**src/rtl/usrt_rx.sv**
```systemverilog
// Synchronous serial receiver: start/8N/stop frames sampled once per clock.
// Good bytes go into a first-word-fall-through FIFO drained by valid/ready.
module usrt_rx #(
  parameter int FIFO_DEPTH = 4,
  parameter int ADDR_W     = 2
) (
  input  logic              i_Clock,
  input  logic              i_Reset_n,
  input  logic              i_Rx_Serial,
  output logic [7:0]        o_Rx_Byte,
  output logic              o_Rx_Valid,
  input  logic              i_Rx_Ready,
  output logic [ADDR_W:0]   o_Level,
  output logic              o_Busy,
  output logic              o_Frame_Err,
  output logic              o_Overflow,
  input  logic              i_Err_Clear
);

  typedef enum logic [1:0] {
    IDLE,
    DATA,
    STOP
  } state_t;

  localparam logic [ADDR_W:0] FULL_LEVEL = (ADDR_W + 1)'(FIFO_DEPTH);

  state_t            state;
  state_t            state_next;
  logic              armed;
  logic [2:0]        bit_idx;
  logic [7:0]        shift_reg;
  logic              start_seen;
  logic              frame_good;
  logic              frame_bad;

  logic [7:0]        mem [FIFO_DEPTH];
  logic [ADDR_W-1:0] wr_ptr;
  logic [ADDR_W-1:0] rd_ptr;
  logic [ADDR_W:0]   level;
  logic              empty;
  logic              full;
  logic              push;
  logic              pop;
  logic              overflow_event;

  // Receiver FSM
  always_ff @(posedge i_Clock or negedge i_Reset_n) begin
    if (!i_Reset_n) state <= IDLE;
    else            state <= state_next;
  end

  // NOTE: every signal written here gets a default first, so no latch is inferred.
  always_comb begin
    state_next = state;
    start_seen = 1'b0;
    frame_good = 1'b0;
    frame_bad  = 1'b0;
    case (state)
      IDLE: begin
        if (armed && !i_Rx_Serial) begin
          state_next = DATA;
          start_seen = 1'b1;
        end
      end
      DATA: begin
        if (bit_idx == 3'd7) state_next = STOP;
      end
      STOP: begin
        state_next = IDLE;
        if (i_Rx_Serial) frame_good = 1'b1;
        else             frame_bad  = 1'b1;
      end
      default: state_next = IDLE;
    endcase
  end

  // NOTE: sequential state uses non-blocking assignments so all registers see pre-edge values.
  always_ff @(posedge i_Clock or negedge i_Reset_n) begin
    if (!i_Reset_n) begin
      armed       <= 1'b0;
      bit_idx     <= 3'd0;
      shift_reg   <= 8'h00;
      o_Frame_Err <= 1'b0;
    end else begin
      o_Frame_Err <= frame_bad;
      // A bad stop bit disarms, so its 0 can never double as a start bit.
      if (i_Rx_Serial)    armed <= 1'b1;
      else if (frame_bad) armed <= 1'b0;
      if (start_seen) begin
        bit_idx <= 3'd0;
      end else if (state == DATA) begin
        shift_reg[bit_idx] <= i_Rx_Serial;
        bit_idx            <= bit_idx + 3'd1;
      end
    end
  end

  // Receive FIFO; a pop frees the slot a same-edge push needs when full.
  assign empty          = (level == '0);
  assign full           = (level == FULL_LEVEL);
  assign pop            = !empty && i_Rx_Ready;
  assign push           = frame_good && (!full || pop);
  assign overflow_event = frame_good && full && !pop;

  // NOTE: storage has no reset; the head byte is gated by empty instead.
  always_ff @(posedge i_Clock) begin
    if (push) mem[wr_ptr] <= shift_reg;
  end

  always_ff @(posedge i_Clock or negedge i_Reset_n) begin
    if (!i_Reset_n) begin
      wr_ptr     <= '0;
      rd_ptr     <= '0;
      level      <= '0;
      o_Overflow <= 1'b0;
    end else begin
      if (push) wr_ptr <= wr_ptr + 1'b1;
      if (pop)  rd_ptr <= rd_ptr + 1'b1;
      case ({push, pop})
        2'b10:   level <= level + 1'b1;
        2'b01:   level <= level - 1'b1;
        default: level <= level;
      endcase
      if (overflow_event)   o_Overflow <= 1'b1;
      else if (i_Err_Clear) o_Overflow <= 1'b0;
    end
  end

  assign o_Rx_Byte  = empty ? 8'h00 : mem[rd_ptr];
  assign o_Rx_Valid = !empty;
  assign o_Level    = level;
  assign o_Busy     = (state != IDLE);

endmodule

```
**config.mk**
```make
export PLATFORM = sky130hd
export DESIGN_NAME = usrt_rx
export DESIGN_NICKNAME = d
export VERILOG_FILES = /design/src/rtl/usrt_rx.sv
export SDC_FILE = /design/constraint.sdc
export NUM_CORES = 1
export LEC_CHECK = 0
export BUFFER_PORTS_ARGS = -buffer_cell sky130_fd_sc_hd__buf_4
export CORE_UTILIZATION = 45
export CTS_BUF_LIST = sky130_fd_sc_hd__clkbuf_16
export DETAILED_ROUTE_END_ITERATION = 10
export PLACE_DENSITY_LB_ADDON = 0.05
export SYNTH_ARGS = -nofsm -noshare
export SYNTH_HDL_FRONTEND = slang
export SYNTH_SLANG_ARGS = --single-unit
```
**constraint.sdc**
```tcl
create_clock -name i_Clock -period 2.95 [get_ports i_Clock]
set_input_delay 0.4425 -clock i_Clock [delete_from_list [all_inputs] [get_ports i_Clock]]
set_output_delay 0.4425 -clock i_Clock [all_outputs]
set_load 0.005 [all_outputs]
```
# Yosys cells after proc, flatten, opt, wreduce, memory -nomap -nowiden

Memory sizes are Yosys's and may differ from the RTL's.
Cells that the tools add are included.

Memories: 1
RAM bits: 32
Register bits: 23
Input port bits: 5

Memory list:

| name | words | width | rd ports | clocked after memory_dff | write ports | line | RTL |
|---|---|---|---|---|---|---|---|
| mem  | 4     | 8     | 1        | 0                        | 1           | 37   | `logic [7:0] mem [FIFO_DEPTH];` |

$add $sub $neg: 5
Mux-type cells: 22
Order comparisons: 2
Equal/unequal tests: 8
Reduce and logical (&&, ||, !) cells: 20
Bitwise operators: 1

Operator list:

| cell                | number |
|---|---|
| $mux 1              | 13 |
| $reduce_bool 2->1   | 5 |
| $bwmux 8            | 1 |
| $mux 8              | 1 |
| $add 3x1->3 const B | 2 |
| $eq 3x3->1 const B  | 2 |
| $logic_and 1x1->1   | 6 |
| $mux 3              | 2 |
| $pmux 3 s2          | 1 |
| $add 2x1->2 const B | 2 |
| $eq 2x1->1 const B  | 2 |
| $eq 2x2->1 const B  | 2 |
| $logic_not 1->1     | 4 |
| $lt 3x4->1 const B  | 1 |
| $mux 2              | 2 |
| $ne 2x2->1 const B  | 2 |
| $pmux 2 s2          | 1 |
| $reduce_and 2->1    | 2 |
| $demux 1 s3         | 1 |
| $ge 3x1->1 const B  | 1 |
| $logic_not 3->1     | 1 |
| $sub 3x1->3 const B | 1 |
| $logic_not 2->1     | 1 |
| $logic_or 1x1->1    | 1 |
| $not 1->1           | 1 |

# Depth between registers and ports, before layout

Word-level depth: 7
Depth in mapped cells: 10

# Worst setup path after synthesis

Ideal clock, no wire load.

Path type: flip-flop to flip-flop
Start: register level[0], in the netlist o_Level[0]
End: register level[2], in the netlist o_Level[2]
Data required time: 2.871 ns
Buffers on the path: 0
Arrival time: 2.140 ns
Setup slack: 0.731 ns
Stages on the path, launching flop included: 10
Clock period less this slack: 2.219 ns
Cell sequence: dfrtp_1 > or4b_4 > nor3b_4 > inv_1 > ha_1 > inv_1 > fa_1 > xor2_1 > nor2_1 > xor2_1

Word-level cells in the longest chain between the ends: 7

Ends and longest elaborated chain:

| item                                            | line | RTL |
|---|---|---|
| start: declaration                              | 40   | `logic [ADDR_W:0] level;` |
| start signal: assignment                        | 121  | `2'b10: level <= level + 1'b1;` |
| start signal: assignment                        | 122  | `2'b01: level <= level - 1'b1;` |
| start signal: assignment                        | 123  | `default: level <= level;` |
| $logic_not 3->1                                 | 100  | `assign empty = (level == '0);` |
| $logic_not 1->1                                 | 102  | `assign pop = !empty && i_Rx_Ready;` |
| $logic_and 1x1->1                               | 102  |  |
| $logic_or 1x1->1                                | 103  | `assign push = frame_good && (!full \|\| pop);` |
| $logic_and 1x1->1                               | 103  |  |
| $eq 2x1->1 or $eq 2x2->1 (tied branches)        | 120  | `case ({push, pop})` |
| $pmux 3 s2 or $reduce_bool 2->1 (tied branches) | -    |  |

Parallel ways exist; a longest one is shown, timed or not.
A chain may end at the register's enable or synchronous reset.

# Final worst setup path

Start: register rd_ptr[0]
End: output port o_Rx_Byte[6]

Word-level cells in the longest chain between the ends: 2

Ends and longest elaborated chain:

| item                     | line | RTL |
|---|---|---|
| start: declaration       | 39   | `logic [ADDR_W-1:0] rd_ptr;` |
| start signal: assignment | 119  | `if (pop) rd_ptr <= rd_ptr + 1'b1;` |
| $mem_v2 4x8              | -    |  |
| $mux 8                   | 130  | `assign o_Rx_Byte = empty ? 8'h00 : mem[rd_ptr];` |
| end: declaration         | 10   | `output logic [7:0] o_Rx_Byte,` |

No other way between the ends.

==> run summary <==
Status - complete, no violations
Post-Syn Area - 2350 sq um
Hold Slack - 0.0428 ns
Critical-path maximum fanout - 10
CTS tree - built
Sequential share of the synthesized area - 0.654
Flop pwr share - 0.497
Crit path DAT - 1.90 ns
Routed Antenna Nets - 0
Vias in the first global route - 1,180
Synth top area share - 0.409
Tightest Hold Check Type - input pin to asynchronous set/reset pin
First-pass GRT wire length - 6150 microns
Clock sink count - 55
DRC - 0
Die X - 74.3 microns
Fin nets - 180
Syn Nets - 160
Post-DP HPWL - 2680 microns
Synth-to-Final Area Change - 14.4%
FP Rows - 25
Slew headroom - 0.586
Drt wl/cell - 16.4 microns
Final slew viol count - 0
Largest cells by area after synthesis - edfxtp_1 (41%), dfrtp_1 (24%), mux4_2 (7.7%), and2_1 (3.7%), ha_1 (3.7%)
Overflow after GRT - 0
Clock Latency Late Sink - 0.29 ns
CTS clk-pin slew, worst paths - 0.07 ns
Vias per inst - 5.16
DRT Pass-1 Iters - 4
Async SR Flop Fraction - 0.418
Sw frac - 0.296
Max-cap violations - 0
Final wirelength - 3850 microns
Post-CTS Resized - 0
Post-synth top area cell - edfxtp_1
Layout cells sized above 1 - 0.226
Core Region - 4880 sq um
Initial Util - 0.482
CTS Buf Count - 5
Tightest Pin Transition - 0.621 ns
Max reg flops - 32
Worst clock skew - 0.00633 ns
Endpoints failing setup - 0
Final worst path period need - 2.34 ns
Maximum number of pins on one net before global-route repair - 24
Diodes inserted - 0
Max Clk Rate - 0.427 GHz
Gp weighted congestion - 0.717
Gr usage total - 0.159
Internal cell power - 1780 uW
Root buffer cell - clkbuf_16
Initial antenna violation count - 0
Hold Fails Final Rpt - 0
Avg Cell Area, Syn - 16.0 sq um
Crit path launch type - register
Die Ht - 74.3 microns
Clock Path Buffers - 2
#FFs+latches synth - 55
H-tree depth - 2
Clock share of power - 0.216
Unrepaired setup endpoints after global routing - no
Yosys warns - 0
Die ar. - 5520 sq um
Max IR drop VDD - 0.390 mV
Synth cell types - 34
Commonest non-fill, non-tap cell in the layout - edfxtp_1
Leakage - 0.00104 uW
Most frequent cells in the layout - edfxtp_1 (32), dfrtp_1 (23), buf_4 (19)
Period utilization - 0.794
Comb pwr share - 0.287
Via count - 1,212
Sw Pwr - 747 uW
Crit end category - output port
Top FF cell, synth - edfxtp_1
Setup_tns - 0 ns
Crit Path Category - register to output port
Port Buffers - 19
I/O pin count - 20
Cells after Synth - 147
Hold-fix buffers at CTS - 0
Crit path required time - 2.51 ns
Pwr Density - 939 nW/um^2
Initial DRC Count - 48
Post-synth EDFFs - 32
Buffers inserted by post-CTS timing repair - 0
-- layout make-up --
cell class              count  area (sq um)
repair buffers             19           143
multi-input cells          77           757
well taps                  67          83.8
fillers                   439          2190
clock buffers               5           125
inverters                   9          33.8
clock inverters             3          11.3
flip-flops and latches     55          1540
-- cell usage after synthesis, types with 2 or more instances --
cell / number
mux2_1: 7
a22o_1: 2
nand3_1: 2
nor2_1: 4
nor3b_1: 2
edfxtp_1: 32
xnor2_1: 3
mux4_2: 8
mux2i_1: 2
and2_1: 14
inv_1: 8
xor2_1: 3
ha_1: 7
dfrtp_1: 23
nor2b_1: 2
nand3b_1: 3
clkbuf_1: 5
nand2_1: 4
-- path summary, 6_finish.rpt --
| check | start | endpoint | slack [ns] | cells after the start |
|---|---|---|---|---|
| setup / recovery | rd_ptr[0] | o_Rx_Byte[6] | 0.61 | 3 |
| hold / removal | i_Reset_n | o_Level[1] | 0.04 | 1 |
| setup reg to reg | o_Level[0] | o_Level[2] | 0.62 | 9 |
| hold reg to reg | armed | armed | 0.48 | 2 |
| max in group asynchronous | i_Reset_n | shift_reg[3] | 2.67 | 1 |
| min in group i_Clock | i_Err_Clear | o_Overflow | 0.34 | 2 |
-- cells by family (layout without fill, tap and decap cells) --
group | after synthesis | in the layout | synth area share
XOR/XNOR | 6 | 6 | 0.0224
buffers and inverters | 15 | 36 | 0.0245
AO/OA/AOI/OAI | 7 | 7 | 0.0229
adder cells (fa/ha/maj) | 8 | 8 | 0.0458
AND/OR/NAND/NOR | 38 | 38 | 0.106
multiplexers | 18 | 18 | 0.125
flip-flops | 55 | 55 | 0.654
-- power groups by stage --
| stage | Clock [uW] | Sequential (uW) | Combinational [uW] |
|---|---|---|---|
| 6_report | 545 | 1260 | 725 |
| 4_1_cts | 559 | 1260 | 746 |
| 2_1_floorplan | 0 | 1130 | 576 |
| 3_3_place_gp | 0 | 1260 | 709 |
| 5_1_grt | 589 | 1290 | 811 |
| 3_5_place_dp | 0 | 1280 | 741 |
-- worst max-delay path, cell delays in order (launching register included) --
cell	delay, ns
dfrtp_1	0.74
mux4_2	0.58
and2_1	0.17
buf_4	0.13
-- stage by stage --
| stage | cells | utilization | setup slack [ns] | total power (uW) | cell area, sq um |
|---|---|---|---|---|---|
| floorplan | 147 | - | 0.731 | 1710 | 2350 |
| global placement | 227 | 0.523 | 0.573 | 1960 | 2550 |
| detailed placement | 227 | 0.523 | 0.516 | 2020 | 2550 |
| CTS | 235 | 0.551 | 0.565 | 2560 | 2690 |
| global route | 235 | 0.551 | 0.501 | 2690 | 2690 |
| finish | 235 | 0.551 | 0.608 | 2530 | 2690 |
-- routing by layer --
metal	wire [microns]	global-route usage	up-vias
li1	-	-	567
met3	120	0.0420	5
met4	55	0.0503	0
met1	1710	0.198	619
met2	1960	0.273	21
met5	0	0	-
No activity file was read; power rests on OpenSTA's default activity.
